### config.mk
export PLATFORM = sky130hd
export DESIGN_NAME = fetch_unit
export DESIGN_NICKNAME = d
export VERILOG_FILES = /design/src/rtl/riscv_pkg.sv /design/src/rtl/fetch_out_reg.sv /design/src/rtl/fetch_unit.sv
export SDC_FILE = /design/constraint.sdc
export NUM_CORES = 1
export LEC_CHECK = 0
export ABC_AREA = 1
export BUFFER_PORTS_ARGS = -buffer_cell sky130_fd_sc_hd__buf_2
export CAP_MARGIN = 0
export CORE_MARGIN = 4
export CORE_UTILIZATION = 40
export DETAILED_ROUTE_END_ITERATION = 16
export GPL_TIMING_DRIVEN = 0
export SYNTH_ARGS = -nofsm -noshare
export SYNTH_HDL_FRONTEND = slang
export SYNTH_HIERARCHICAL = 1
export SYNTH_SLANG_ARGS = --single-unit
### constraint.sdc
create_clock -name clk -period 2.25 [get_ports clk]
set_input_delay 0.45 -clock clk [delete_from_list [all_inputs] [get_ports clk]]
set_output_delay 0.45 -clock clk [all_outputs]
set_load 0.02 [all_outputs]
### src/rtl/riscv_pkg.sv
// Shared RISC-V front-end definitions: datapath width, reset vector, NOP encoding
// and the fetch state encoding.
package riscv_pkg;

  localparam int unsigned XLEN = 32;

  localparam logic [31:0] RESET_PC_DEFAULT = 32'h0000_0000;
  localparam logic [31:0] NOP_INSTR        = 32'h0000_0013;

  typedef enum logic [1:0] {
    FETCH_REQ  = 2'd0,
    FETCH_WAIT = 2'd1,
    FETCH_HOLD = 2'd2
  } fetch_state_e;

endpackage

### src/rtl/fetch_out_reg.sv
// IF/ID output buffer: holds one fetched instruction and its PC until decode
// takes it or it is flushed.
module fetch_out_reg
  import riscv_pkg::*;
#(
  parameter int unsigned XLEN = riscv_pkg::XLEN
) (
  input  logic            clk,
  input  logic            rst,
  input  logic            load,
  input  logic            clear,
  input  logic [XLEN-1:0] load_pc,
  input  logic [31:0]     load_instr,
  output logic            valid,
  output logic [XLEN-1:0] pc,
  output logic [31:0]     instr
);

  always_ff @(posedge clk or negedge rst) begin
    if (!rst) begin
      valid <= 1'b0;
      pc    <= '0;
      instr <= NOP_INSTR;
    end else if (clear) begin
      valid <= 1'b0;
    end else if (load) begin
      valid <= 1'b1;
      pc    <= load_pc;
      instr <= load_instr;
    end
  end

endmodule

### src/rtl/fetch_unit.sv
// Single-outstanding instruction fetch: REQ issues a read, WAIT collects the
// response, HOLD presents it to decode. Redirects flush and retarget the PC.
module fetch_unit
  import riscv_pkg::*;
#(
  parameter int unsigned     XLEN     = riscv_pkg::XLEN,
  parameter logic [XLEN-1:0] RESET_PC = XLEN'(RESET_PC_DEFAULT)
) (
  input  logic            clk,
  input  logic            rst,
  input  logic            redirect_valid,
  input  logic [XLEN-1:0] redirect_pc,
  output logic            imem_req,
  output logic [XLEN-1:0] imem_addr,
  input  logic            imem_ready,
  input  logic            imem_rvalid,
  input  logic [31:0]     imem_rdata,
  output logic            if_valid,
  output logic [XLEN-1:0] if_pc,
  output logic [31:0]     if_instr,
  input  logic            id_ready
);

  fetch_state_e    state, state_d;
  logic [XLEN-1:0] pc_q, pc_d;
  logic [XLEN-1:0] pending_pc, pending_d;
  logic            kill, kill_d;
  logic            accept, resp, buf_load, buf_clear;

  always_comb begin
    accept    = imem_req && imem_ready && (state == FETCH_REQ);
    resp      = imem_rvalid && (state == FETCH_WAIT);
    buf_load  = resp && !kill && !redirect_valid;
    buf_clear = redirect_valid || (if_valid && id_ready);
  end

  always_comb begin
    state_d   = state;
    pc_d      = pc_q;
    pending_d = pending_pc;
    kill_d    = kill;
    if (redirect_valid) begin
      pc_d = redirect_pc & ~XLEN'(3);
      unique case (state)
        FETCH_REQ: begin
          if (accept) begin
            state_d   = FETCH_WAIT;
            pending_d = pc_q;
            kill_d    = 1'b1;
          end
        end
        // A response landing on the redirect edge is the killed one; consume it
        // here rather than waiting for a response that will never come.
        FETCH_WAIT: begin
          if (imem_rvalid) begin
            state_d = FETCH_REQ;
            kill_d  = 1'b0;
          end else begin
            kill_d  = 1'b1;
          end
        end
        default: state_d = FETCH_REQ;
      endcase
    end else begin
      unique case (state)
        FETCH_REQ: begin
          if (accept) begin
            state_d   = FETCH_WAIT;
            pending_d = pc_q;
          end
        end
        FETCH_WAIT: begin
          if (resp) begin
            if (kill) begin
              state_d = FETCH_REQ;
              kill_d  = 1'b0;
            end else begin
              state_d = FETCH_HOLD;
              pc_d    = pending_pc + XLEN'(4);
            end
          end
        end
        FETCH_HOLD: begin
          if (if_valid && id_ready) state_d = FETCH_REQ;
        end
        default: state_d = FETCH_REQ;
      endcase
    end
  end

  always_ff @(posedge clk or negedge rst) begin
    if (!rst) begin
      state      <= FETCH_REQ;
      pc_q       <= RESET_PC;
      pending_pc <= '0;
      kill       <= 1'b0;
      imem_req   <= 1'b0;
    end else begin
      state      <= state_d;
      pc_q       <= pc_d;
      pending_pc <= pending_d;
      kill       <= kill_d;
      imem_req   <= (state_d == FETCH_REQ);
    end
  end

  assign imem_addr = pc_q;

  fetch_out_reg #(
    .XLEN(XLEN)
  ) u_out (
    .clk       (clk),
    .rst       (rst),
    .load      (buf_load),
    .clear     (buf_clear),
    .load_pc   (pending_pc),
    .load_instr(imem_rdata),
    .valid     (if_valid),
    .pc        (if_pc),
    .instr     (if_instr)
  );

endmodule

Word level (Yosys, flattened, before mapping)

Cells that the tools add are included.

Add/sub/neg operators: 1
Equal/unequal tests: 4
Muxes and demuxes: 20
Bitwise gates (word level): 1
Reductions and logical operators: 19

Operators by type and width:

| cell                                          | count |
|---|---|
| 2-to-1 mux 32 bit                             | 4 |
| adder 32 x 3 -> 32 bit, second input constant | 1 |
| 2-to-1 mux 2 bit                              | 6 |
| nonzero test 2 bit                            | 4 |
| 2-to-1 mux 1 bit                              | 7 |
| logical AND 1 bit                             | 6 |
| one-hot mux 2 bit (3 select lines)            | 1 |
| zero test 2 bit                               | 2 |
| one-hot mux 2 bit (2 select lines)            | 1 |
| AND reduction 2 bit                           | 2 |
| AND reduction 4 bit                           | 1 |
| inequality test 3 bit, second input constant  | 1 |
| AND reduction 3 bit                           | 1 |
| == test 2 x 1 -> 1 bit, second input constant | 1 |
| == test 2 bit, second input constant          | 1 |
| zero test 1 bit                               | 2 |
| inequality test 2 bit, second input constant  | 1 |
| one-hot mux 1 bit (2 select lines)            | 1 |
| logical OR 1 bit                              | 1 |
| NOT 1 bit                                     | 1 |

Register bits: 133
Input port bits: 70
Output and inout bits: 98
Word-level logic and storage cells: 53

Logic depth before layout (Yosys ltp)

Gate-level depths: netlist (run 1).

Depth in word-level cells: 6
Depth in mapped cells: 11

By module

The synthesis (run 1) kept the hierarchy.

Modules (own cells, without submodules):

| module        | times used | cells an instance | area each (um^2) | sequential area each (um^2) |
|---|---|---|---|---|
| fetch_unit    | 1          | 461               | 3510.9           | 1701.6 |
| fetch_out_reg | 1          | 282               | 2612.5           | 1630.3 |

Least setup slack after synthesis (run 1)

OpenSTA, ideal clock, no wires.

Path kind: input port to flip-flop
Start point: in redirect_valid
End point: reg u_out.pc[6]
Library setup time: 0.117 ns
Data arrival time: 1.511 ns
Required time: 2.133 ns
Slack: 0.622 ns
Stages: 9
Path through: clkbuf_1 > inv_1 > nand2_2 > inv_4 > buf_6 > buf_4 > buf_2 > nand3_1 > nand2_1

Word-level cells in the longest chain between the ends: 3
Elaborated cells on any way between the ends: 5

RTL lines:

| what                                 | line                | text |
|---|---|---|
| from (decl)                          | fetch_unit.sv:11    | `input logic redirect_valid,` |
| zero test 1 bit                      | fetch_unit.sv:33    | `buf_load = resp && !kill && !redirect_valid;` |
| logical AND 1 bit                    | fetch_unit.sv:33    |  |
| net buf_load                         | fetch_unit.sv:28    | `logic accept, resp, buf_load, buf_clear;` |
| AND reduction 2 bit (no source line) | -                   |  |
| to (signal assigned)                 | fetch_out_reg.sv:28 | `pc <= load_pc;` |
| to (decl)                            | fetch_out_reg.sv:15 | `output logic [XLEN-1:0] pc,` |

The timed path passes the listed nets, and every way through them passes these cells.
A chain may end at the register's enable or synchronous reset.

Final worst setup path (run 1)

Start point: reg state[1]
End point: reg u_out.pc[6]

Word-level cells in the longest chain between the ends: 5

RTL lines:

| what                                 | line             | text |
|---|---|---|
| from (decl)                          | fetch_unit.sv:24 | `fetch_state_e state, state_d;` |
| from (signal assigned)               | fetch_unit.sv:99 | `state <= state_d;` |
| == test 2 x 1 -> 1 bit               | fetch_unit.sv:32 | `resp = imem_rvalid && (state == FETCH_WAIT);` |
| logical AND 1 bit                    | fetch_unit.sv:32 |  |
| logical AND 1 bit (2 in series)      | fetch_unit.sv:33 |  |
| net buf_load                         | fetch_unit.sv:28 |  |
| AND reduction 2 bit (no source line) | -                |  |

The timed path passes the listed nets, and every way through them passes these cells.

==> results of run 1 <==
## synthesized netlist by cell type (all sizes together)
cell | count | share of area
buf | 29 | 0.035
a21oi | 3 | 0.0025
clkinv | 1 | 0.00061
a22oi | 20 | 0.025
ha | 1 | 0.0020
nor3 | 2 | 0.0043
a31oi | 1 | 0.0010
clkbuf | 7 | 0.0043
nand4 | 2 | 0.0020
o21ai | 32 | 0.026
nand3 | 86 | 0.071
inv | 37 | 0.023
dfstp | 3 | 0.013
dfrtp | 130 | 0.53
o21bai | 1 | 0.0012
xor2 | 8 | 0.011
o211ai | 4 | 0.0049
nor2 | 50 | 0.034
xnor2 | 4 | 0.0057
nand2 | 315 | 0.19
nand3b | 7 | 0.0086
## layout make-up
| type | instances | area (um^2) |
|---|---|---|
| Sequential cell | 133 | 3330 |
| Fill cell | 1450 | 6950 |
| Tap cell | 184 | 230 |
| Clock buffer | 27 | 523 |
| Timing Repair Buffer | 166 | 865 |
| Inverter | 38 | 145 |
| Clock inverter | 3 | 65.1 |
| Multi-Input combinational cell | 536 | 2410 |
| Buffer | 36 | 240 |
## sequential cells by signal (all words and copies together) (netlist names)
register,flops
pending_pc,32
u_out/pc,32
u_out/valid,1
u_out/instr,32
imem_addr,32
kill,1
state,2
imem_req,1
## repair_timing
| action | in CTS | in global routing |
|---|---|---|
| hold endpoints to repair | 44 | 0 |
| hold buffers | 1 | 0 |
| setup endpoints to repair | 0 | 0 |
| gates resized for setup | 0 | 0 |
## worst max path at each step
stage          cells after the start                        to
4_1_cts                           10   u_out/pc[2]$_DFFE_PN0P_
2_1_floorplan                      9   u_out/pc[6]$_DFFE_PN0P_
6_report                          10   u_out/pc[6]$_DFFE_PN0P_
5_1_grt                           10   u_out/pc[2]$_DFFE_PN0P_
3_5_place_dp                       9   u_out/pc[2]$_DFFE_PN0P_
3_3_place_gp                       1  imem_addr[0]$_DFFE_PN0P_
## power groups by stage
stage | combinational, mW | clock [mW] | sequential, mW
after floorplan | 1.33 | 0 | 4.73
after global placement | 3.29 | 0 | 4.08
after detailed placement | 3.32 | 0 | 4.11
after CTS | 3.34 | 2.82 | 4.08
after global routing | 3.66 | 2.93 | 4.23
final | 3.29 | 2.76 | 4.08
## logic make-up (layout without fill, tap and decap cells)
kind of cell / after synthesis / in the layout
flip-flops: 133 / 133
AND/OR/NAND/NOR: 462 / 462
adder cells (fa/ha/maj): 1 / 1
buffers and inverters: 74 / 270
XOR/XNOR: 12 / 12
AO/OA/AOI/OAI: 61 / 61
## worst max-delay path: stages, from the launching register on
cell and delay (ns):
dfrtp_1 0.40, inv_1 0.08, nand2_1 0.11, nor3_4 0.19, nand2_2 0.17, inv_4 0.16, buf_6 0.17, buf_4 0.20
buf_2 0.26, nand3_1 0.11, nand2_1 0.08
## layer usage
| metal | vias up | track usage | share of wire |
|---|---|---|---|
| met5 | - | 0 | 0 |
| met1 | 2596 | 0.302 | 0.48 |
| met2 | 187 | 0.332 | 0.45 |
| met4 | 0 | 0.0642 | 0.011 |
| met3 | 14 | 0.0489 | 0.056 |
| li1 | 2759 | - | - |
## cells in the final DEF, fill, tap and decap left out, drive strengths merged, types with 3 or more instances in the layout
master / n
xor2: 8
dfrtp: 130
xnor2: 4
nor2: 50
clkbuf: 34
a22oi: 20
a21oi: 3
o211ai: 4
nand3b: 7
dfstp: 3
buf: 194
nand3: 86
nand2: 315
o21ai: 32
inv: 37
==> qor.csv, run 1 <==
metric;value;unit
status;complete, no violations;
initial antenna violation count;0;
hpwl dp;13200;um
measured slew at the worst slew-check pin;0.647;ns
Worst slew margin;0.569;
Initial Util;0.415;
layout cells sized above 1;0.252;
Synthesized Nets;814;
area post-placement;7210;um^2
non-filler instance count after layout;1123;
XOR/XNOR Fraction of Synth Area;0.0172;
row cnt;44;
internal power;6.22;mW
Hold Path Class;in -> reg;
Placement Setup Slack;0.154;ns
Die X;132;um
Crit Path Max Fanout;11;
largest net degree at the start of global routing;87;
period utilization;0.886;
switching portion of total power;0.386;
DRC;0;
simple-gate area share of the yosys netlist;0.313;
htree depth;4;
Synth Cell Area;6120;um^2
clock-pin slew on the worst setup and hold paths;0.05;ns
CTS tree;done;
Synth Area in Compound Gates;0.0603;
die area;17400;um^2
Core Area;14800;um^2
Startpoint Class;flip-flop;
register area share after synthesis;0.544;
hold_ws;0.250;ns
maximum operating frequency;502;MHz
reg2reg setup slack;0.26;ns
post-CTS setup buffer count;0;
fin area;7810;um^2
TritonCTS buffer count;17;
leakage dissipation;4.19;nW
Synth Area in Adders;0.00204;
dpl cells;1092;
Layout Utilization;0.529;
worst reg2reg path endpoint;u_out/pc[6]$_DFFE_PN0P_;
Num Clock Sinks;133;
r2r worst-path depth;10;
Logic pwr share;0.325;
Root Buffer;clkbuf_16;
synthesis-to-finish area growth;27.5;%
fin nets;999;
routed length per instance;15.9;um
synth warn;6;
syn_area_per_cell;8.24;um^2
Seq cells post-synth;133;
WS Path Type;reg -> reg;
Flop pwr share;0.403;
first-pass GRT wire length;29500;um
Final WS setup;0.257;ns
Pwr Total;10.1;mW
initial drt markers;331;
RSZ-0062 raised after global routing;false;
vias per cell;4.95;
Critical Path Source;state[1]$_DFF_PN0_;
switching power;3.91;mW
worst skew pair latency;0.42;ns
ANT nets after route;0;
Max Cap Viol;0;
I/O pin cnt;168;
Power Dens Cells;1300;nW/um^2
Buffers on Ports;164;
min-delay src;imem_rdata[0];
Vias;5556;
Cells on Worst Hold Path;3;
Worst VDD drop;601;uV
number of diodes;0;
count of final hold-check violations;0;
number of global-route vias before repair;5529;
drt pass-1 iters;5;
Tmin final;1.99;ns
crit path capture type;flip-flop;
Overflow after GRT;0;
Max Root-Sink Buffers;2;
multiplexer share of the synthesized area;0;
total track usage;0.214;
setup violators final;0;
synth unique cells;30;
Cells after Synth;743;
Fin Clk Skew;0.0106;ns
chip height;132;um
combinational family with the most area after synthesis;simple AND/OR/NAND/NOR gates;
GP Congestion;0.875;
final WL;17900;um
Data arrival, critical path;2.34;ns
R2R Path Start;state[1]$_DFF_PN0_;
Clk network pwr share;0.273;
Slew Limit Fails;0;
Hold Path End;u_out/instr[0]$_DFFE_PN1P_;
required time worst endpoint;2.60;ns
Setup TNS;0;ns
(Power assumes the default switching activity.)
==> run 2: changes to the inputs <==
CORE_UTILIZATION = 35   (was 40)
==> qor.csv, run 2 (same netlist as run 1, synthesis figures left out) <==
metric;value;unit;change
status;complete, no violations;;
Data arrival, critical path;2.32;ns;-0.02 ns
non-filler instance count after layout;1166;;+3.8%
Layout Utilization;0.456;;-0.0735
commonest non-fill, non-tap cell in the layout;nand2_1;;
reg2reg setup slack;0.30;ns;+0.04 ns
Max Root-Sink Buffers;2;;unchanged
Placement Setup Slack;0.199;ns;+0.0444 ns
largest net degree at the start of global routing;92;;+5.7%
layout cells sized above 1;0.255;;+0.00265
commonest cells after routing, fill and taps aside;313 x nand2_1, 175 x buf_2, 130 x dfrtp_1;;
Filler cells;1770;;+22%
Slew Limit Fails;0;;unchanged
WS Path Type;reg -> reg;;
routed length per instance;15.6;um;-2.2%
hold_ws;0.247;ns;-0.00249 ns
initial drt markers;313;;-5.4%
Hold Path Class;in -> reg;;
DRC;0;;unchanged
met1 GRT Util;0.276;;-0.0256
post-CTS setup buffer count;0;;unchanged
crit path capture type;flip-flop;;
RSZ-0062 raised after global routing;false;;
ANT nets after route;0;;unchanged
required time worst endpoint;2.61;ns;about the same
setup violators final;0;;unchanged
Crit Path Max Fanout;11;;unchanged
Initial Util;0.355;;-0.0598
Num Clock Sinks;133;;unchanged
chip height;140;um;+6.5%
total track usage;0.190;;-0.0240
Die X;140;um;+6.5%
initial antenna violation count;0;;unchanged
met3 Usage GRT;0.0451;;-0.00386
GR Util met2;0.283;;-0.0496
leakage dissipation;4.19;nW;about the same
measured slew at the worst slew-check pin;0.817;ns;+0.170 ns
I/O pin cnt;168;;unchanged
area post-placement;7260;um^2;+0.71%
count of final hold-check violations;0;;unchanged
hpwl dp;13500;um;+2.0%
die area;19700;um^2;+13%
Fin Clk Skew;0.0102;ns;-0.000426 ns
Startpoint Class;flip-flop;;
htree depth;4;;unchanged
register area;3330;um^2;unchanged
vias per cell;4.76;;-3.8%
fin area;7850;um^2;+0.59%
Root Buffer;clkbuf_16;;
row cnt;48;;+9.1%
Cells on Worst Hold Path;3;;unchanged
Power Dens Cells;1290;nW/um^2;-0.62%
number of diodes;0;;unchanged
maximum operating frequency;512;MHz;+2.0%
multi-input logic area;2410;um^2;unchanged
Max Cap Viol;0;;unchanged
grt peak-use layer;met2;;
critical path's slowest cell;dfrtp_1;;
drt pass-1 iters;5;;unchanged
TritonCTS buffer count;17;;unchanged
synthesis-to-finish area growth;28.2;%;
final WL;18200;um;+1.6%
min-delay src;redirect_pc[14];;
Vias;5552;;-0.072%
period utilization;0.868;;-0.0173
cell mode on critical path;nand2_1;;
peak per-stage delay on the critical path;0.40;ns;about the same
worst skew pair latency;0.42;ns;about the same
R2R Path Start;state[1]$_DFF_PN0_;;
first-pass GRT wire length;29500;um;about the same
fin nets;999;;unchanged
r2r worst-path depth;10;;unchanged
Final WS setup;0.296;ns;+0.0389 ns
Hold Path End;imem_addr[14]$_DFFE_PN0P_;;
clock-pin slew on the worst setup and hold paths;0.06;ns;about the same
number of global-route vias before repair;5406;;-2.2%
CTS resizes;0;;unchanged
Core Area;17200;um^2;+17%
worst reg2reg path endpoint;u_out/pc[3]$_DFFE_PN0P_;;
Worst VDD drop;588;uV;-2.1%
Buffers on Ports;164;;unchanged
worst-path cell chain;inv_1 > nand2_1 > nor3_4 > nand2_2 > inv_4 > buf_6 > buf_4 > buf_2 > nand3_1 > nand2_1;;
Worst slew margin;0.455;;-0.113
Tmin final;1.95;ns;-0.0389 ns
Overflow after GRT;0;;unchanged
dpl cells;1133;;+3.8%
CTS tree;done;;
GP Congestion;0.883;;+0.90%
run 2: worst max-delay path by stage:
stage	startpoint	endpoint	slack, ns	cells past startpoint
CTS	state[1]$_DFF_PN0_	u_out/pc[3]$_DFFE_PN0P_	0.27	10
global placement	rst	u_out/valid$_DFFE_PN0P_	-1.20	1
global route	state[1]$_DFF_PN0_	u_out/pc[4]$_DFFE_PN0P_	0.08	10
floorplan	redirect_valid	u_out/pc[6]$_DFFE_PN0P_	0.62	9
detailed placement	redirect_valid	u_out/pc[3]$_DFFE_PN0P_	0.20	9
finish	state[1]$_DFF_PN0_	u_out/pc[3]$_DFFE_PN0P_	0.30	10
run 2: critical path: cells and delay by family, from the launching register on:
kind                   cells  cell delay (ns)
buffers and inverters      5             0.83
DFF                        1             0.40
and+or+nand+nor            5             0.63
run 2: where the power goes:
| group | internal [mW] | switching (mW) | total, mW |
|---|---|---|---|
| sequential | 3.31 | 0.732 | 4.04 |
| combinational | 1.11 | 2.22 | 3.33 |
| clock | 1.75 | 1.00 | 2.76 |
| total | 6.18 | 3.95 | 10.1 |
run 2: final cells by class:
type / instances / area share
clock inverters: 11 / 0.0169
plain buffers: 36 / 0.0306
inverters: 38 / 0.0185
flip-flops and latches: 133 / 0.424
repair buffers: 166 / 0.110
multi-input cells: 536 / 0.306
clock buffers: 21 / 0.0574
well taps: 225 / 0.0359
run 2: stage by stage:
step / power, mW / setup TNS [ns]
after floorplan: 6.06 / 0
after global placement: 7.39 / -155.59
after detailed placement: 7.45 / 0
after CTS: 10.2 / 0
after global routing: 10.8 / 0
final: 10.1 / 0
run 2: what timing repair did:
| item | CTS | global route |
|---|---|---|
| endpoints found under the hold margin | 42 | 0 |
| endpoints found under the setup margin | 0 | 0 |
| hold buffers | 1 | 0 |
run 2: layer usage:
layer	part of all wire	wire [um]
met5	0	0
met2	0.44	8020
met1	0.47	8610
met3	0.070	1270
met4	0.014	259
==> run 3: changes to the inputs <==
ABC_AREA = default   (was 1)
CORE_ASPECT_RATIO = 0.75   (was default)
==> qor.csv, run 3 <==
metric;value;unit;change
synth unique cells;43;;+43%
Buffers on Ports;165;;+0.61%
cell taking the most area after synthesis;dfrtp_1;;
CTS resizes;0;;unchanged
Synth Cell Area;6140;um^2;+0.25%
ANT nets after route;0;;unchanged
Root Buffer;clkbuf_16;;
worst skew pair latency;0.41;ns;about the same
Core Area;17000;um^2;-1.2%
hpwl dp;12100;um;-11%
synthesis-to-finish area growth;28.9;%;
grt peak-use layer;met2;;
DRC;0;;unchanged
clock-pin slew on the worst setup and hold paths;0.06;ns;about the same
Final WS setup;0.196;ns;-0.0999 ns
largest net degree at the start of global routing;82;;-11%
met1 GRT Util;0.240;;-0.0358
Crit Path Max Fanout;10;;-1
period utilization;0.913;;+0.0444
initial drt markers;237;;-24%
Max Root-Sink Buffers;2;;unchanged
internal power;6.71;mW;+8.6%
hold_ws;0.248;ns;+0.000313 ns
reg2reg setup slack;0.20;ns;-0.10 ns
main flop type after synthesis;dfrtp_1;;
total track usage;0.170;;-0.0198
die area;19700;um^2;+0.34%
RSZ-0062 raised after global routing;false;;
crit path capture type;flip-flop;;
measured slew at the worst slew-check pin;0.811;ns;-0.00596 ns
fin nets;718;;-28%
most common library cells after synthesis;130 x dfrtp_1, 60 x mux2_4, 54 x nand2_1;;
row cnt;41;;-15%
Startpoint Class;flip-flop;;
maximum operating frequency;487;MHz;-4.9%
routed length per instance;18.3;um;+18%
commonest non-fill, non-tap cell in the layout;buf_2;;
CTS tree;done;;
status;complete, no violations;;
Synthesized Nets;532;;-35%
setup violators final;0;;unchanged
Clk network pwr share;0.277;;+0.005
met3 Usage GRT;0.0477;;+0.00260
Placement Setup Slack;0.104;ns;-0.0943 ns
layout cells sized above 1;0.497;;+0.242
Layout Utilization;0.465;;+0.00894
Hold Path Class;in -> reg;;
GP Congestion;0.826;;-6.4%
Seq cells post-synth;133;;unchanged
switching portion of total power;0.349;;-0.0409
ys async rst share;1.00;;unchanged
final WL;16400;um;-9.7%
top-area cell type share of the netlist area;0.530;;-0.00130
Overflow after GRT;0;;unchanged
Flop pwr share;0.394;;-0.005
Max Cap Viol;0;;unchanged
chip height;123;um;-13%
Fin Clk Skew;0.00873;ns;-0.00146 ns
WS Path Type;reg -> reg;;
vias per cell;4.87;;+2.3%
Num Clock Sinks;133;;unchanged
register area share after synthesis;0.543;;-0.00133
first-pass GRT wire length;25700;um;-13%
post-CTS setup buffer count;0;;unchanged
initial antenna violation count;1;;+1
drt pass-1 iters;4;;-1
I/O pin cnt;168;;unchanged
Cells after Synth;461;;-38%
Die X;161;um;+15%
count leader, synth;dfrtp_1;;
Vias;4364;;-21%
number of diodes;0;;unchanged
Area contributors post-synth;dfrtp_1 53%, mux2_4 15%, mux2_2 6.2%, nand2_1 3.3%, buf_12 2.3%;;
syn_area_per_cell;13.3;um^2;+62%
htree depth;4;;unchanged
Post-synth EDFFs;0;;unchanged
synth warn;6;;unchanged
count of final hold-check violations;0;;unchanged
Data arrival, critical path;2.35;ns;+0.03 ns
Worst slew margin;0.456;;+0.00103
number of global-route vias before repair;4555;;-16%
TritonCTS buffer count;17;;unchanged
Worst VDD drop;411;uV;-30%
switching power;3.60;mW;-8.9%
leakage dissipation;3.79;nW;-9.5%
Slew Limit Fails;0;;unchanged
GR Util met2;0.258;;-0.0249
Logic pwr share;0.329;;about the same
Filler cells;1575;;-11%
Initial Util;0.360;;+0.00516
commonest cells after routing, fill and taps aside;172 x buf_2, 130 x dfrtp_1, 60 x mux2_4;;
required time worst endpoint;2.54;ns;-0.07 ns
CTS Hold Buffers Added;1;;unchanged
Tmin final;2.05;ns;+0.0999 ns
Power Dens Cells;1300;nW/um^2;+1.1%
## run 3: cell types whose count changed in the layout (fill, tap and decap cells not counted), moves of 13 or more
cell	before	now
nand2_1	313	54
nand3_1	85	11
mux2_4	0	60
mux2_2	0	34
inv_1	35	5
nor2_1	43	15
a22oi_1	20	0
a21oi_1	3	16
## run 3: critical path, cell delays in order (launching register included)
cell and delay, ns:
dfrtp_1 0.43, nor3_2 0.70, buf_2 0.42, mux2_2 0.38
## run 3: path summary, 6_finish.rpt
| kind | start | end | cells after the start |
|---|---|---|---|
| min in group asynchronous | rst | u_out/pc[9]$_DFFE_PN0P_ | 2 |
| worst min register to register | u_out/pc[28]$_DFFE_PN0P_ | u_out/pc[28]$_DFFE_PN0P_ | 1 |
| worst max-delay path | state[0]$_DFF_PN0_ | pending_pc[26]$_DFFE_PN0P_ | 3 |
| worst min-delay path | redirect_pc[3] | imem_addr[3]$_DFFE_PN0P_ | 3 |
| worst max register to register | state[0]$_DFF_PN0_ | pending_pc[26]$_DFFE_PN0P_ | 3 |
| max in group asynchronous | rst | pending_pc[2]$_DFFE_PN0P_ | 3 |
## run 3: metal layers
layer | vias up | routed length, um
met5 | - | 14
li1 | 2012 | -
met4 | 2 | 178
met3 | 13 | 1150
met2 | 152 | 7500
met1 | 2185 | 7550
## run 3: cell families (layout without fill, tap and decap cells)
| logic type | Yosys count | in the layout | share of synthesized area |
|---|---|---|---|
| and+or+nand+nor | 120 | 120 | 0.101 |
| muxes | 99 | 99 | 0.217 |
| buffers and inverters | 30 | 229 | 0.0404 |
| DFF | 133 | 133 | 0.543 |
| AOI/OAI and AO/OA | 52 | 52 | 0.0591 |
| xor gates and xnor gates | 26 | 26 | 0.0371 |
| adders and majority gates | 1 | 1 | 0.00204 |
## run 3: per-stage QoR
stage,area [um^2],setup TNS [ns],total power [mW],instances
finish,7910,0,10.3,896
floorplan,6140,0,6.29,461
CTS,7910,0,10.4,896
global route,7910,0,10.9,896
detailed placement,7290,0,7.51,863
global placement,7260,-135.74,7.40,862
## run 3: power by group through the flow
stage / clock [mW] / combinational, mW / sequential, mW
global route: 3.04 / 3.66 / 4.20
finish: 2.86 / 3.39 / 4.06
floorplan: 0 / 1.68 / 4.61
detailed placement: 0 / 3.43 / 4.08
CTS: 2.93 / 3.44 / 4.06
global placement: 0 / 3.38 / 4.03
## run 3: area by class of cell
type | instances | area, um^2 | share of cell area
tap | 236 | 295 | 0.0373
sequential | 133 | 3330 | 0.421
multi-input combinational | 298 | 2560 | 0.323
timing repair buffer | 167 | 870 | 0.110
clock inverter | 13 | 155 | 0.0196
clock buffer | 19 | 453 | 0.0573
inverter | 5 | 18.8 | 0.00237
buffer | 25 | 229 | 0.0289
